### src/rtl/delay_signed_prog_if.sv
// Sample and control bundle for delay_signed_prog. clk and rst are kept as plain
// ports on the design.
interface delay_signed_prog_if #(
  parameter int MAX_DELAY = 16,
  parameter int WIDTH     = 16,
  parameter int CHANNELS  = 1
);
  localparam int DW = $clog2(MAX_DELAY + 1);

  logic [DW-1:0]             delay;
  logic                      delay_ld;
  logic                      in_valid;
  logic [CHANNELS*WIDTH-1:0] a;
  logic                      out_valid;
  logic [CHANNELS*WIDTH-1:0] c;
  logic                      primed;

  modport master (
    output delay, delay_ld, in_valid, a,
    input  out_valid, c, primed
  );

  modport slave (
    input  delay, delay_ld, in_valid, a,
    output out_valid, c, primed
  );
endinterface

### src/rtl/delay_signed_prog.sv
// Multi-lane signed delay line. The delay is counted in accepted samples and can be
// reprogrammed at runtime; zero-fill or suppressed output is used while history builds.
module delay_signed_prog #(
  parameter int MAX_DELAY = 16,
  parameter int WIDTH     = 16,
  parameter int CHANNELS  = 1,
  parameter bit ZERO_FILL = 1'b1
) (
  input logic                clk,
  input logic                rst,
  delay_signed_prog_if.slave bus
);
  localparam int DW = $clog2(MAX_DELAY + 1);
  localparam int AW = (MAX_DELAY > 1) ? $clog2(MAX_DELAY) : 1;
  localparam int BW = CHANNELS * WIDTH;
  localparam logic [DW-1:0] MAXD = DW'(MAX_DELAY);
  localparam logic [AW-1:0] LAST = AW'(MAX_DELAY - 1);

  logic [BW-1:0] ring_q [MAX_DELAY];
  logic [AW-1:0] wp_q, wp_d;
  logic [DW-1:0] fill_q, fill_d;
  logic [DW-1:0] delay_q, delay_d;
  logic [BW-1:0] c_q, c_d;
  logic          out_valid_q, out_valid_d;
  logic          primed_q, primed_d;

  logic [DW-1:0] dly_clamp, dly_eff, fill_eff, wp_ext, rd_off;
  logic [AW-1:0] rd_idx;
  logic [BW-1:0] s;
  logic          prm;

  always_comb begin
    dly_clamp = (bus.delay > MAXD) ? MAXD : bus.delay;
    // A load in the same cycle as an accept applies to that sample, which then
    // sees an empty history.
    dly_eff   = bus.delay_ld ? dly_clamp : delay_q;
    fill_eff  = bus.delay_ld ? '0 : fill_q;
    wp_ext    = DW'(wp_q);
    // Modular subtract; the true result is below MAX_DELAY, so any wrap in DW bits cancels.
    rd_off    = (wp_ext >= dly_eff) ? (wp_ext - dly_eff) : (wp_ext + MAXD - dly_eff);
    rd_idx    = AW'(rd_off);
    s         = (dly_eff == '0) ? bus.a : ring_q[rd_idx];
    prm       = (fill_eff >= dly_eff);

    delay_d     = dly_eff;
    wp_d        = wp_q;
    fill_d      = fill_eff;
    c_d         = c_q;
    out_valid_d = 1'b0;
    if (bus.in_valid) begin
      wp_d        = (wp_q == LAST) ? '0 : wp_q + 1'b1;
      fill_d      = (fill_eff == MAXD) ? MAXD : fill_eff + 1'b1;
      out_valid_d = prm || ZERO_FILL;
      if (prm) begin
        c_d = s;
      end else if (ZERO_FILL) begin
        c_d = '0;
      end
    end
    primed_d = (fill_d >= delay_d);
  end

  always_ff @(posedge clk) begin
    if (rst) begin
      delay_q     <= dly_clamp;
      wp_q        <= '0;
      fill_q      <= '0;
      c_q         <= '0;
      out_valid_q <= 1'b0;
      primed_q    <= 1'b0;
    end else begin
      delay_q     <= delay_d;
      wp_q        <= wp_d;
      fill_q      <= fill_d;
      c_q         <= c_d;
      out_valid_q <= out_valid_d;
      primed_q    <= primed_d;
    end
  end

  always_ff @(posedge clk) begin
    if (!rst && bus.in_valid) begin
      ring_q[wp_q] <= bus.a;
    end
  end

  assign bus.c         = c_q;
  assign bus.out_valid = out_valid_q;
  assign bus.primed    = primed_q;
endmodule

### src/flat_wrapper.sv
// flat-port wrapper written by rule: the top's interface ports become plain ports
module delay_signed_prog_flat 
#(
  parameter int MAX_DELAY = 16,
  parameter int WIDTH     = 16,
  parameter int CHANNELS  = 1,
  parameter bit ZERO_FILL = 1'b1
)
  (clk, rst, bus_delay, bus_delay_ld, bus_in_valid, bus_a, bus_out_valid, bus_c, bus_primed);
  delay_signed_prog_if #(.MAX_DELAY(MAX_DELAY), .WIDTH(WIDTH), .CHANNELS(CHANNELS)) bus_i ();
  input logic clk;
  input logic rst;
  input wire logic [$bits(bus_i.delay)-1:0] bus_delay;
  input wire logic [$bits(bus_i.delay_ld)-1:0] bus_delay_ld;
  input wire logic [$bits(bus_i.in_valid)-1:0] bus_in_valid;
  input wire logic [$bits(bus_i.a)-1:0] bus_a;
  output wire logic [$bits(bus_i.out_valid)-1:0] bus_out_valid;
  output wire logic [$bits(bus_i.c)-1:0] bus_c;
  output wire logic [$bits(bus_i.primed)-1:0] bus_primed;
  assign bus_i.delay = bus_delay;
  assign bus_i.delay_ld = bus_delay_ld;
  assign bus_i.in_valid = bus_in_valid;
  assign bus_i.a = bus_a;
  assign bus_out_valid = bus_i.out_valid;
  assign bus_c = bus_i.c;
  assign bus_primed = bus_i.primed;
  delay_signed_prog #(.MAX_DELAY(MAX_DELAY), .WIDTH(WIDTH), .CHANNELS(CHANNELS), .ZERO_FILL(ZERO_FILL)) u_core (.clk(clk), .rst(rst), .bus(bus_i));
endmodule
### config.mk
export PLATFORM = sky130hd
export DESIGN_NAME = delay_signed_prog_flat
export DESIGN_NICKNAME = d
export VERILOG_FILES = /design/src/rtl/delay_signed_prog_if.sv /design/src/rtl/delay_signed_prog.sv /design/src/flat_wrapper.sv
export SDC_FILE = /design/constraint.sdc
export NUM_CORES = 1
export LEC_CHECK = 0
export CAP_MARGIN = 15
export CORE_ASPECT_RATIO = 1.2
export CORE_MARGIN = 2
export CORE_UTILIZATION = 50
export CTS_CLUSTER_SIZE = 24
export DETAILED_ROUTE_END_ITERATION = 8
export PLACE_DENSITY = 0.63
export SLEW_MARGIN = 20
export SYNTH_ARGS = -nofsm -noshare
export SYNTH_HDL_FRONTEND = slang
export SYNTH_SLANG_ARGS = --single-unit
export TNS_END_PERCENT = 50
### constraint.sdc
create_clock -name clk -period 4.5 [get_ports clk]
set_input_delay 0.9 -clock clk [delete_from_list [all_inputs] [get_ports clk]]
set_output_delay 0.9 -clock clk [all_outputs]
set_load 0.01 [all_outputs]
* Word-level counts from Yosys, hierarchy flattened
Memory sizes are Yosys's and may differ from the RTL's. Index checks and enable logic that the tools add are counted.
Cells by class: $lt $le $gt $ge 4, reductions and logical operators 3, $add $sub $neg 5, mux-type cells 13, equality and inequality tests 2
Operators by type and width (number):
- $mux 16 | 2
- $mux 5 | 6
- $ge 5x5->1 | 2
- $add 4x1->4 const B | 2
- $mux 4 | 2
- $sub 4x4->4 | 2
- $add 5x1->5 const B | 1
- $eq 5x5->1 const B | 1
- $ge 4x5->1 | 1
- $gt 5x5->1 const B | 1
- $logic_not 5->1 | 1
- $eq 4x4->1 const B | 1
- $mux 1 | 3
- $logic_and 1x1->1 | 1
- $logic_not 1->1 | 1
Word-level totals: memories 1, register bits 32, logic and storage cells 34, memory bits (writable) 256, input bits 25, output and inout port bits 18
Memories:
- u_core.ring_q | depth 16, width 16, rd ports 1, clocked after memory_dff 0, write ports 1, RTL line delay_signed_prog.sv:19 | logic [BW-1:0] ring_q [MAX_DELAY];

* Depth between registers and ports, before layout
An unclocked memory read counts as a cell.
word-level depth 8, gate-level depth with buffers 13

* Worst setup path before layout
OpenSTA, ideal clock, no wires.
kind in2reg, start in bus_delay_ld, end reg u_core.c_q[0], in the netlist u_core.bus.c[0], stages 9, path slack 927 ps, arrival time 3453 ps, setup time 120 ps, required time 4380 ps, path through buf_4 mux2i_1 ha_1 fa_1 buf_1 clkbuf_1 mux4_2 a22o_1 a211o_1
Between the ends: longest elaborated chain between the ends 6
Ends and longest elaborated chain:
- start: declaration | RTL line flat_wrapper.sv:14 | input wire logic [$bits(bus_i.delay_ld)-1:0] bus_delay_ld;
- $mux 5 | RTL line delay_signed_prog.sv:36 | dly_eff = bus.delay_ld ? dly_clamp : delay_q;
- $sub 4x4->4 / $ge 4x5->1 (equally long branches) | RTL line delay_signed_prog.sv:40 | rd_off = (wp_ext >= dly_eff) ? (wp_ext - dly_eff) : (wp_ext + MAXD - dly_eff);
- $mux 4 | RTL line delay_signed_prog.sv:40
- $mem_v2 16x16
- $mux 16 | RTL line delay_signed_prog.sv:42 | s = (dly_eff == '0) ? bus.a : ring_q[rd_idx];
- $mux 16 (*) | RTL line delay_signed_prog.sv:54 | if (prm) begin
- end signal: assignment | RTL line delay_signed_prog.sv:68 | c_q <= '0;
- end signal: assignment | RTL line delay_signed_prog.sv:75 | c_q <= c_d;
- end: declaration | RTL line delay_signed_prog.sv:23 | logic [BW-1:0] c_q, c_d;
Mark *: on every way between the ends. The rest lies on a longest branch, timed or not. A chain may end at the register's enable or synchronous reset.

* Final worst setup path
start in bus_delay[4], end reg u_core.c_q[6], in the netlist u_core.bus.c[6]
Between the ends: longest elaborated chain between the ends 8
Ends and longest elaborated chain:
- start: declaration | RTL line flat_wrapper.sv:13 | input wire logic [$bits(bus_i.delay)-1:0] bus_delay;
- $gt 5x5->1 | RTL line delay_signed_prog.sv:33 | dly_clamp = (bus.delay > MAXD) ? MAXD : bus.delay;
- $mux 5 (*) | RTL line delay_signed_prog.sv:33
- $mux 5 (*) | RTL line delay_signed_prog.sv:36
- $sub 4x4->4 / $ge 4x5->1 (equally long branches) | RTL line delay_signed_prog.sv:40
- $mux 4 | RTL line delay_signed_prog.sv:40
- $mem_v2 16x16
- $mux 16 | RTL line delay_signed_prog.sv:42
- $mux 16 (*) | RTL line delay_signed_prog.sv:54
Marks and branches as above.

==> metrics <==
Boundary Pins=43; Post-synth EDFFs=256; crit path kind=in -> reg; WL per Instance=about 26 microns; synthesized area per cell=18.14 sq um; Worst Tran Pin Value=1.048 ns; core footprint=23130 sq um; Post-DP HPWL=16.01 mm; commonest non-fill, non-tap cell in the layout=edfxtp_1; RSZ-0062 raised after global routing=no; Critical Path Source Type=input pin; fmax=255.1 MHz; reg-to-reg slack, setup=approximately 1.3 ns; clock skew=0.01548 ns; Die ar.=around 25000 sq um; grt ovf=0; worst hold path class=reg -> reg; final worst-path cycle share=0.8711; Post-CTS Hold Buffers=0; GRT met3 Usage=0.03572; Port Buf Inserts=42; layer with the highest usage=met2; Final Hold Vio Count=0; DRT iter0 DRCs=451; initial antenna violation count=0; sequential fraction of the synthesis area=0.7075; Root Buffer=clkbuf_16; area grow syn2layout=15.89%; overall routing resource usage=0.2281; Arr. time, crit path=4.41 ns; Max clock buf depth=3; Filler cells=1737; final setup vio count=0; outcome=complete, no violations; first-pass detailed-route iteration total=4; Num CTS Buffers=28; P_int=0.004661 W; GP Congestion=0.8686; power density over the cells=around 440 nW/um^2; vias in the first global route=between 6000 and 7000; #FFs+latches synth=288; clock power share=0.395; CTS tree=built; sw power=0.001331 W; largest net degree at the start of global routing=65; share of layout cells above drive strength 1=0.2038; clk_lat worst skew=approximately 0.54 ns; hold_ws=0.5512 ns; clock transition at the registers of the reported paths=approximately 0.060 ns; max-cap violation count=0; most frequent cells in the layout=256 x edfxtp_1, 64 x mux4_2, 42 x clkdlybuf4s50_1; worst path required time=roughly 5.0 ns; Antenna Cells=0; slew margin rel.=0.3017; initial core utilization=0.5090; top_reg_cell synth=edfxtp_1; # clock sinks=around 290; Pleak=about 4.7 nW; CP Capture Type=flop; first-pass GRT wire length=between 40 and 50 mm; Nets=761; Cell Rows=61; Resize count post-CTS=0; post-CTS setup buffer count=0; TNS Setup=0 ns; combinational fraction of design power=0.112; DR vias/cell=5.966; cell count after synthesis=649; critical-path maximum fanout=16; worst vdd ir=~0.31 mV; sequential group share of total power=0.493; grt met1 use=0.3047; async set-reset flop share out of synthesis=0; cell count after placement=between 1000 and 1500; residual DRC count=0; Synth Warn #=0; CTS H-Tree Depth=1; synth unique cells=54; cell area after synthesis=11770 sq um; fin. max-slew vios=0; total wire length=27.09 mm; Non-Filler Instances=1056; GRT met2 Usage=0.3919; vias=6300; height of the chip=172.1 microns; Routed Antenna Nets=0; Final min period=3.920 ns; Die Span X=144.1 microns; Sw Ratio=0.2221; Syn Nets=around 700
## flip-flops by register name, indices dropped and copies added (netlist names)
signal,flops
u_core.ring_q,256
u_core.delay_q,5
u_core.bus.c,16
u_core.bus.out_valid,1
u_core.fill_q,5
u_core.bus.primed,1
u_core.wp_q,4
## kinds of logic (layout without fill, tap and decap cells)
family / count (synthesis) / count (layout) / share of synthesized area
muxes: 69 / 69 / 0.1273
buffers and inverters: 45 / 137 / 0.01828
and+or+nand+nor: 123 / 123 / 0.05761
adders and majority gates: 18 / 18 / 0.01956
AOI/OAI and AO/OA: 99 / 99 / 0.06218
DFF: 288 / 288 / 0.7075
xor gates and xnor gates: 7 / 7 / 0.007547
## cells in the mapped netlist, types with 8 or more instances
cell,n,area share
a22o_1,32,0.024
inv_1,11,0.0035
ha_1,16,0.017
nand2b_1,14,0.0074
o21ai_0,23,0.0098
nor3_1,8,0.0034
mux4_2,64,0.12
clkbuf_1,21,0.0067
a21oi_1,13,0.0055
a211o_1,17,0.013
edfxtp_1,256,0.65
nand2_1,40,0.013
dfxtp_1,32,0.054
nor2_1,10,0.0032
nor2b_1,9,0.0048
and2_1,18,0.0096
## final timing paths
path / startpoint / end / depth (start not counted)
min: u_core.wp_q[0] / u_core.wp_q[0] / 2
min reg2reg: u_core.wp_q[0] / u_core.wp_q[0] / 2
max: bus_delay[4] / u_core.bus.c[6] / 11
max reg2reg: u_core.wp_q[0] / u_core.bus.c[6] / 9
## stage by stage
step             util  worst slack (ns)  area [sq um]  power (W)
2_1_floorplan       -            0.9275         11770   0.003458
3_3_place_gp   0.5492            0.2796         12700   0.003674
3_5_place_dp   0.5492           0.09475         12700   0.003690
4_1_cts        0.5899            0.6681         13640   0.006032
5_1_grt        0.5899            0.2950         13640   0.006179
6_report       0.5899            0.5799         13640   0.005991
## power by group through the flow
| stage | Sequential, W | Combinational (W) | Clock (W) |
|---|---|---|---|
| final | 0.00295 | 0.000673 | 0.00236 |
| after CTS | 0.00295 | 0.000682 | 0.00240 |
| after floorplan | 0.00301 | 0.000449 | 0 |
| after global placement | 0.00301 | 0.000664 | 0 |
| after detailed placement | 0.00301 | 0.000679 | 0 |
| after global routing | 0.00295 | 0.000730 | 0.00249 |
## critical path, stage by stage
cell and delay [ns]:
clkdlybuf4s50_1 0.64, nand2b_1 0.17, mux2i_1 0.15, ha_4 0.21
fa_2 0.41, nor4b_1 0.41, o21ai_0 0.17, o211ai_1 0.13
and2_1 0.85, a22o_1 0.28, a211o_1 0.09
## metal layers
metal / vias up / share of wire
met4: 0 / 0.024
li1: 2751 / -
met3: 48 / 0.067
met5: - / 0
met1: 3259 / 0.40
met2: 242 / 0.51
## final cells by class
| type | instances | area, sq um | area share |
|---|---|---|---|
| well taps | 315 | 394.1 | 0.02889 |
| repair buffers | 73 | 690.7 | 0.05063 |
| multi-input cells | 316 | 3243 | 0.2377 |
| inverters | 12 | 45.04 | 0.003302 |
| flip-flops and latches | 288 | 8328 | 0.6105 |
| clock inverters | 15 | 155.1 | 0.01137 |
| clock buffers | 37 | 785.8 | 0.05760 |
(Power assumes the default switching activity.)
